==> config.mk <==
export PLATFORM = sky130hd
export DESIGN_NAME = regfile_scoreboarded_flat
export DESIGN_NICKNAME = d
export VERILOG_FILES = /design/src/rtl/regfile_scoreboarded_pkg.sv /design/src/rtl/regfile_scoreboarded_if.sv /design/src/rtl/regfile_scoreboarded_scoreboard.sv /design/src/rtl/regfile_scoreboarded.sv /design/src/flat_wrapper.sv
export SDC_FILE = /design/constraint.sdc
export NUM_CORES = 2
export LEC_CHECK = 0
export BUFFER_PORTS_ARGS = -buffer_cell sky130_fd_sc_hd__clkbuf_2
export CAP_MARGIN = 25
export CELL_PAD_IN_SITES_DETAIL_PLACEMENT = 0
export CELL_PAD_IN_SITES_GLOBAL_PLACEMENT = 1
export CORE_MARGIN = 2
export CORE_UTILIZATION = 50
export DETAILED_ROUTE_END_ITERATION = 10
export GPL_TIMING_DRIVEN = 0
export PLACE_DENSITY_LB_ADDON = 0.1
export SLEW_MARGIN = 20
export SYNTH_ARGS = -nofsm -noshare
export SYNTH_HDL_FRONTEND = slang
export SYNTH_SLANG_ARGS = --single-unit
==> constraint.sdc <==
create_clock -name clk -period 18.67 [get_ports clk]
set_input_delay 3.734 -clock clk [delete_from_list [all_inputs] [get_ports clk]]
set_output_delay 3.734 -clock clk [all_outputs]
set_load 0.03 [all_outputs]
==> src/rtl/regfile_scoreboarded_pkg.sv <==
// Shared constants and helpers for the scoreboarded register file.
// The REGFILE_BYPASS_EN build option is consumed by the top level, not here.
package regfile_pkg;

  localparam int unsigned DEF_DATA_W   = 32;
  localparam int unsigned DEF_DEPTH    = 32;
  localparam int unsigned DEF_NUM_READ = 2;

  // Index 0 is the hardwired-zero register.
  localparam int unsigned REG_ZERO = 0;

  // Widest pending vector popcount accepts; narrower vectors are zero-extended.
  localparam int unsigned POP_MAX_W = 1024;

  function automatic int unsigned popcount(input logic [POP_MAX_W-1:0] vec);
    int unsigned cnt;
    cnt = 0;
    for (int i = 0; i < POP_MAX_W; i++) begin
      cnt += 32'(vec[i]);
    end
    return cnt;
  endfunction

endpackage

==> src/rtl/regfile_scoreboarded_if.sv <==
// Decode/writeback bundle for regfile_scoreboarded. There is no handshake:
// issue and write take effect on every rising edge where their enable is 1.
interface regfile_scoreboarded_if #(
  parameter int DATA_W   = 32,
  parameter int DEPTH    = 32,
  parameter int NUM_READ = 2
);
  localparam int ADDR_W = $clog2(DEPTH);

  logic [NUM_READ*ADDR_W-1:0] ReadRegister;
  logic [NUM_READ*DATA_W-1:0] ReadData;
  logic [NUM_READ-1:0]        ReadPending;
  logic                       IssueValid;
  logic [ADDR_W-1:0]          IssueRegister;
  logic                       RegWrite;
  logic [ADDR_W-1:0]          WriteRegister;
  logic [DATA_W-1:0]          WriteData;
  logic [ADDR_W:0]            PendingCount;

  modport master (
    output ReadRegister, IssueValid, IssueRegister, RegWrite, WriteRegister, WriteData,
    input  ReadData, ReadPending, PendingCount
  );

  modport slave (
    input  ReadRegister, IssueValid, IssueRegister, RegWrite, WriteRegister, WriteData,
    output ReadData, ReadPending, PendingCount
  );
endinterface

==> src/rtl/regfile_scoreboarded_scoreboard.sv <==
// Per-register pending-write bits with issue-over-retire priority, plus a
// registered population count that moves on the same edge as the bits.
module regfile_scoreboard
  import regfile_pkg::*;
#(
  parameter int DEPTH = DEF_DEPTH,
  localparam int ADDR_W = $clog2(DEPTH)
) (
  input  logic              clk,
  input  logic              rst,
  input  logic              i_issue_valid,
  input  logic [ADDR_W-1:0] i_issue_reg,
  input  logic              i_clr_valid,
  input  logic [ADDR_W-1:0] i_clr_reg,
  output logic [DEPTH-1:0]  o_pending,
  output logic [ADDR_W:0]   o_pending_count
);

  logic [DEPTH-1:0] r_pending;
  logic [ADDR_W:0]  r_count;
  logic [DEPTH-1:0] w_pend_next;
  logic [ADDR_W:0]  w_count_next;

  // Clear first, then set: a new producer supersedes the retiring one.
  always_comb begin
    w_pend_next = r_pending;
    if (i_clr_valid && (i_clr_reg != ADDR_W'(REG_ZERO))) begin
      w_pend_next[i_clr_reg] = 1'b0;
    end
    if (i_issue_valid && (i_issue_reg != ADDR_W'(REG_ZERO))) begin
      w_pend_next[i_issue_reg] = 1'b1;
    end
    w_count_next = (ADDR_W+1)'(popcount(POP_MAX_W'(w_pend_next)));
  end

  always_ff @(posedge clk) begin
    if (rst) begin
      r_pending <= '0;
      r_count   <= '0;
    end else begin
      r_pending <= w_pend_next;
      r_count   <= w_count_next;
    end
  end

  assign o_pending       = r_pending;
  assign o_pending_count = r_count;

endmodule

==> src/rtl/regfile_scoreboarded.sv <==
// Register file with NUM_READ combinational read ports, one write port and a
// RAW-hazard scoreboard. Define REGFILE_BYPASS_EN to forward WriteData to reads.
module regfile_scoreboarded
  import regfile_pkg::*;
#(
  parameter int DATA_W   = DEF_DATA_W,
  parameter int DEPTH    = DEF_DEPTH,
  parameter int NUM_READ = DEF_NUM_READ,
  localparam int ADDR_W  = $clog2(DEPTH)
) (
  input logic                   clk,
  input logic                   rst,
  regfile_scoreboarded_if.slave rf_if
);

`ifdef REGFILE_BYPASS_EN
  localparam bit BYPASS = 1'b1;
`else
  localparam bit BYPASS = 1'b0;
`endif

  logic [DATA_W-1:0]          r_regs [DEPTH];
  logic [DEPTH-1:0]           w_pending;
  logic [ADDR_W-1:0]          w_idx  [NUM_READ];
  logic [NUM_READ*DATA_W-1:0] w_read_data;
  logic [NUM_READ-1:0]        w_read_pend;
  logic                       w_wr_en;

  assign w_wr_en = rf_if.RegWrite && (rf_if.WriteRegister != ADDR_W'(REG_ZERO));

  always_ff @(posedge clk) begin
    if (rst) begin
      for (int i = 0; i < DEPTH; i++) begin
        r_regs[i] <= '0;
      end
    end else if (w_wr_en) begin
      r_regs[rf_if.WriteRegister] <= rf_if.WriteData;
    end
  end

  regfile_scoreboard #(.DEPTH(DEPTH)) u_scoreboard (
    .clk             (clk),
    .rst             (rst),
    .i_issue_valid   (rf_if.IssueValid),
    .i_issue_reg     (rf_if.IssueRegister),
    .i_clr_valid     (rf_if.RegWrite),
    .i_clr_reg       (rf_if.WriteRegister),
    .o_pending       (w_pending),
    .o_pending_count (rf_if.PendingCount)
  );

  // A bypassed port stays pending only if a new producer issues this cycle.
  always_comb begin
    w_read_data = '0;
    w_read_pend = '0;
    for (int p = 0; p < NUM_READ; p++) begin
      w_idx[p] = rf_if.ReadRegister[p*ADDR_W +: ADDR_W];
      if (w_idx[p] != ADDR_W'(REG_ZERO)) begin
        if (BYPASS && w_wr_en && (rf_if.WriteRegister == w_idx[p])) begin
          w_read_data[p*DATA_W +: DATA_W] = rf_if.WriteData;
          w_read_pend[p] = rf_if.IssueValid && (rf_if.IssueRegister == w_idx[p]);
        end else begin
          w_read_data[p*DATA_W +: DATA_W] = r_regs[w_idx[p]];
          w_read_pend[p] = w_pending[w_idx[p]];
        end
      end
    end
  end

  assign rf_if.ReadData    = w_read_data;
  assign rf_if.ReadPending = w_read_pend;

endmodule
==> src/flat_wrapper.sv <==
// flat-port wrapper written by rule: the top's interface ports become plain ports
module regfile_scoreboarded_flat import regfile_pkg::*;
#(
  parameter int DATA_W   = DEF_DATA_W,
  parameter int DEPTH    = DEF_DEPTH,
  parameter int NUM_READ = DEF_NUM_READ,
  localparam int ADDR_W  = $clog2(DEPTH)
)
  (clk, rst, rf_if_ReadRegister, rf_if_IssueValid, rf_if_IssueRegister, rf_if_RegWrite, rf_if_WriteRegister, rf_if_WriteData, rf_if_ReadData, rf_if_ReadPending, rf_if_PendingCount);
  regfile_scoreboarded_if #(.DATA_W(DATA_W), .DEPTH(DEPTH), .NUM_READ(NUM_READ)) rf_if_i ();
  input logic clk;
  input logic rst;
  input wire logic [$bits(rf_if_i.ReadRegister)-1:0] rf_if_ReadRegister;
  input wire logic [$bits(rf_if_i.IssueValid)-1:0] rf_if_IssueValid;
  input wire logic [$bits(rf_if_i.IssueRegister)-1:0] rf_if_IssueRegister;
  input wire logic [$bits(rf_if_i.RegWrite)-1:0] rf_if_RegWrite;
  input wire logic [$bits(rf_if_i.WriteRegister)-1:0] rf_if_WriteRegister;
  input wire logic [$bits(rf_if_i.WriteData)-1:0] rf_if_WriteData;
  output wire logic [$bits(rf_if_i.ReadData)-1:0] rf_if_ReadData;
  output wire logic [$bits(rf_if_i.ReadPending)-1:0] rf_if_ReadPending;
  output wire logic [$bits(rf_if_i.PendingCount)-1:0] rf_if_PendingCount;
  assign rf_if_i.ReadRegister = rf_if_ReadRegister;
  assign rf_if_i.IssueValid = rf_if_IssueValid;
  assign rf_if_i.IssueRegister = rf_if_IssueRegister;
  assign rf_if_i.RegWrite = rf_if_RegWrite;
  assign rf_if_i.WriteRegister = rf_if_WriteRegister;
  assign rf_if_i.WriteData = rf_if_WriteData;
  assign rf_if_ReadData = rf_if_i.ReadData;
  assign rf_if_ReadPending = rf_if_i.ReadPending;
  assign rf_if_PendingCount = rf_if_i.PendingCount;
  regfile_scoreboarded #(.DATA_W(DATA_W), .DEPTH(DEPTH), .NUM_READ(NUM_READ)) u_core (.clk(clk), .rst(rst), .rf_if(rf_if_i));
endmodule
### Word level (Yosys, flattened, before mapping)

Memories as Yosys holds them, arrays and structs flattened.
Index checks and enable logic that the tools add are counted.
W data, S select, Z words.

| storage, ports and cells | value |
|---|---|
| bits in registers | 38 |
| RAM bits | 1,024 |
| bits of input ports | 56 |
| word-level logic and storage cells | 74 |
| memories kept | 1 |

| operators by class | value |
|---|---|
| add/subtract/negate cells | 31 |
| order comparisons | 6 |
| multiplexer cells | 22 |
| bitwise operators | 3 |
| reductions and logical operators | 9 |

Memory list:

| name | words | width | read ports | clocked after memory_dff | wr ports | line | source |
|---|---|---|---|---|---|---|---|
| u_core.r_regs | 32 | 32 | 2 | 0 | 32 | regfile_scoreboarded.sv:22 | `logic [DATA_W-1:0] r_regs [DEPTH];` |

Operator list:

| kind | count |
|---|---|
| $mux W32 | 5 |
| $add A6 B1 Y6 | 26 |
| $and A32 B32 Y32 | 1 |
| $not A32 Y32 | 1 |
| $or A32 B32 Y32 | 1 |
| $reduce_or A32 Y1 | 1 |
| $lt A5 B6 Y1 const B | 4 |
| $reduce_bool A5 Y1 | 4 |
| $mux W1 | 12 |
| $bmux W1 S5 | 2 |
| $demux W1 S5 | 2 |
| $ge A5 B1 Y1 const B | 2 |
| $add A5 B1 Y6 | 1 |
| $add A4 B1 Y5 | 1 |
| $mux W5 | 1 |
| $add A3 B1 Y4 | 1 |
| $logic_and A1 B1 Y1 | 4 |
| $add A2 B1 Y3 | 1 |
| $add A1 B1 Y2 | 1 |

### Depth between registers and ports, before layout

| depth | value |
|---|---|
| word-level depth | 40 |
| depth in mapped cells | 22 |

### Cells and area by module

A second synthesis with hierarchy kept.

| unflattened totals | value |
|---|---|
| cells, all modules | 3,971 |
| area, all modules | 57,455.1 um^2 |

By module, submodules not included:

| module | times used | cells an instance | area an instance (um^2) |
|---|---|---|---|
| regfile_scoreboarded | 1 | 3,684 | 54,955.2 |
| regfile_scoreboard | 1 | 287 | 2,499.9 |

### Worst setup path before layout

OpenSTA, ideal clock, no wires.

| timing | value |
|---|---|
| path type | input -> output |
| start | input port rf_if_ReadRegister[0] |
| end | output port rf_if_ReadData[0] |
| data arrival time | 5.891 ns |
| required time | 14.936 ns |
| path slack | 9.045 ns |
| stages | 6 |
| path through | buf_2 buf_2 buf_1 clkbuf_1 a211oi_1 nor4_1 |

| between the ends | value |
|---|---|
| cells in the longest elaborated chain, start to end | 2 |
| elaborated cells on any way between the ends | 3 |
| those cells by class | 1 x mux; 1 x reduce/logical; 1 x memory |

RTL lines:

| item | line | source |
|---|---|---|
| start, declared | flat_wrapper.sv:13 | `input wire logic [$bits(rf_if_i.ReadRegister)-1:0] rf_if_ReadRegister;` |
| $mem_v2 Z32 W32 / $reduce_bool A5 Y1 (equally long branches) | - |  |
| $mux W32 * | regfile_scoreboarded.sv:58 | `if (w_idx[p] != ADDR_W'(REG_ZERO)) begin` |
| end, declared | flat_wrapper.sv:19 | `output wire logic [$bits(rf_if_i.ReadData)-1:0] rf_if_ReadData;` |

Mark *: on every way between the ends. The rest lies on a longest branch, timed or not.

### Worst setup path after layout

| timing | value |
|---|---|
| start | input port rf_if_ReadRegister[2] |
| end | output port rf_if_ReadData[18] |

Same word-level chain as after synthesis.

==> impl_metrics.toml <==
[routing]
drtPass1Iterations = 6
drt_first_iter_violations = 6301
vias = 40700
drt_wl_total_mm = 246
final_antenna_net_count = 0
wl_per_cell_microns = 40.8
viasPerCell = 6.75
drc = 0

[global_routing]
grtUsageMet1_pct = 53.0
met3_usage_pct = 11.8
grtUsageMet2_pct = 60.6
grt_first_pass_wirelength_mm = 329
grt_usage_pct = 41.7
grt_antenna_before_repair = 13
top_usage_layer = "met2"
grt_max_degree = 33
overflow = 0
grt_pass1_vias = 39800

[layout]
num-fill-cells = 9413
area_growth_pct = 12.7
final_nets = 4497
fin_cells = 6032
drive_gt1_share_pct = 20.9

[clocking]
cts-htree-levels = 3
numCtsBuffers = 119
clk_latency_ns = 0.74
ctsHoldBuffers = 0
clockRootBuffer = "clkbuf_16"
cts_resized = 0
cts_setup_buffers = 0
cts_tree = "built"
cts.sinks = 1062
clk_path_buf_depth = 3
clkTransAtPathRegs_ns = 0.06

[timing]
worst_pin_slew_ns = 1.25
clock_skew_ns = 0.00999
relSlewSlack_pct = 16.4
hold_viol = 0
drv_slew = 0
finalSetupViolations = 0
finalSetupTns_ns = 0
hold_slack_ns = 0.521
max_clock_freq_ghz = 0.0889
period_needed_ns = 11.25
period_share_pct = 60.3
rsz0062_at_grt = "false"

[placement]
placedCellCount = 5793
routabilityCongestion = 0.984
dp_hpwl_mm = 172
io_buffers = 119

[floorplan]
initial_utilization_pct = 50.5
chipWidth_microns = 344
die_h_microns = 344
core_sq_um = 115000
rows = 124
pin_count = 128
die_area_sq_um = 119000

[min_path]
whs_path_depth = 1
hp-class = "register to register"

[critical_path]
crit_arrival_ns = 7.52
critPathKind = "input pin to output pin"
required_ns = 14.94
cp-end-kind = "output pin"
startpoint_type = "input pin"
path_max_fanout = 10
r2r.worst_path.cells = 16

[pwr]
leakagePower_nw = 23.6
powerDensity_nw_per_um2 = 93.7
vdd_drop_max_mv = 0.0835

[yosys]
yosysTopAreaCellShare_pct = 53.1
synth_flop_cell = "edfxtp_1"
synth-edff-count = 1024
synth_seq_cells = 1062
yosysSeqAreaShare_pct = 54.4
post-synth-top-count-cell = "edfxtp_1"
avgSynthCellArea_sq_um = 14.1
yosysTopAreaCell = "edfxtp_1"
synthCells = 4102
async_reset_ff_share_pct = 0
synth_common_cells = "edfxtp_1 (1,024), and2_1 (1,004), mux4_2 (370)"
ys_warn_count = 0
synth_area_sq_um = 57900
ys_types = 45
yosys-top-cells-area = "edfxtp_1 (53%), mux4_2 (14%), and2_1 (11%), mux2i_1 (5.9%), clkbuf_1 (1.9%)"

[status]
outcome = "finished clean"

[run]
drv_cap = 0
==> per-stage QoR <==
step	power (mW)	worst slack (ns)	utilization [%]	instance area, sq um
global route	6.21	7.57	56.9	65200
finish	6.11	7.42	56.9	65300
detailed placement	3.72	7.63	53.4	61200
global placement	3.70	7.11	52.8	60500
CTS	6.06	7.63	56.8	65200
floorplan	3.33	9.05	-	58000
==> metal layers <==
layer / up-vias / routed length (microns)
met5: - / 55
met4: 8 / 22100
met3: 695 / 30200
met2: 3152 / 106000
met1: 20700 / 87400
li1: 16100 / -
==> where the power goes <==
part	leakage, nW	switching [mW]	total, mW	internal (mW)
clock network	1.93	1.01	2.41	1.39
logic	11.6	0.587	0.895	0.308
registers	10.1	0.0670	2.81	2.74
total	23.6	1.67	6.11	4.45
==> path summary, 6_finish.rpt <==
path | slack, ns | end | start
min | 0.52 | u_core.u_scoreboard.o_pending[0] | u_core.u_scoreboard.o_pending[0]
max | 7.42 | rf_if_ReadData[18] | rf_if_ReadRegister[2]
min reg2reg | 0.52 | u_core.u_scoreboard.o_pending[0] | u_core.u_scoreboard.o_pending[0]
max reg2reg | 13.56 | u_core.u_scoreboard.o_pending_count[4] | u_core.u_scoreboard.o_pending[13]
==> flip-flops by register name, indices dropped and copies added (netlist names) <==
signal	count
u_core.r_regs	1024
u_core.u_scoreboard.o_pending	32
u_core.u_scoreboard.o_pending_count	6
==> critical path, stage by stage <==
cell and delay (ns):
clkbuf_2 0.17, buf_2 0.27, nand2_1 0.45, clkbuf_1 0.86, o22ai_1 0.22, a221o_1 0.34
a22o_1 0.34, nor4_2 0.77, clkbuf_2 0.35
==> cell type report <==
| type | count | area [sq um] | area share, % |
|---|---|---|---|
| Clock buffer | 152 | 3310 | 5.07 |
| Antenna cell | 8 | 20.0 | 0.0307 |
| Clock inverter | 71 | 607 | 0.930 |
| Tap cell | 1512 | 1890 | 2.90 |
| Multi-Input combinational cell | 2626 | 24800 | 37.9 |
| Timing Repair Buffer | 156 | 1140 | 1.75 |
| Buffer | 418 | 1910 | 2.93 |
| Sequential cell | 1062 | 31500 | 48.3 |
| Inverter | 27 | 101 | 0.155 |
==> cell families after synthesis <==
kind of cell / Yosys count / share of synthesized area, %
AOI/OAI and AO/OA: 364 / 4.77
xor gates and xnor gates: 2 / 0.0303
adders and majority gates: 31 / 0.981
buffers and inverters: 445 / 3.45
DFF: 1062 / 54.4
muxes: 795 / 21.9
other: 1 / 0.00648
and+or+nand+nor: 1402 / 14.4
==> placed cells by master (no fill, tap or decap), types with 33 or more instances in the layout <==
cell type     n
dfxtp_1      38
buf_6        35
nor2b_1      92
clkbuf_16   127
a221o_1      33
o22ai_1      54
buf_2        64
mux2_2       86
mux4_2      370
a211oi_1     52
nand3_1      35
edfxtp_1   1024
a22o_1       50
clkbuf_2    127
a22oi_1     112
nand2_1      68
clkbuf_1    298
mux2i_1     339
nor2_1       72
and2_1     1004
No activity file was read; power rests on OpenSTA's default activity.
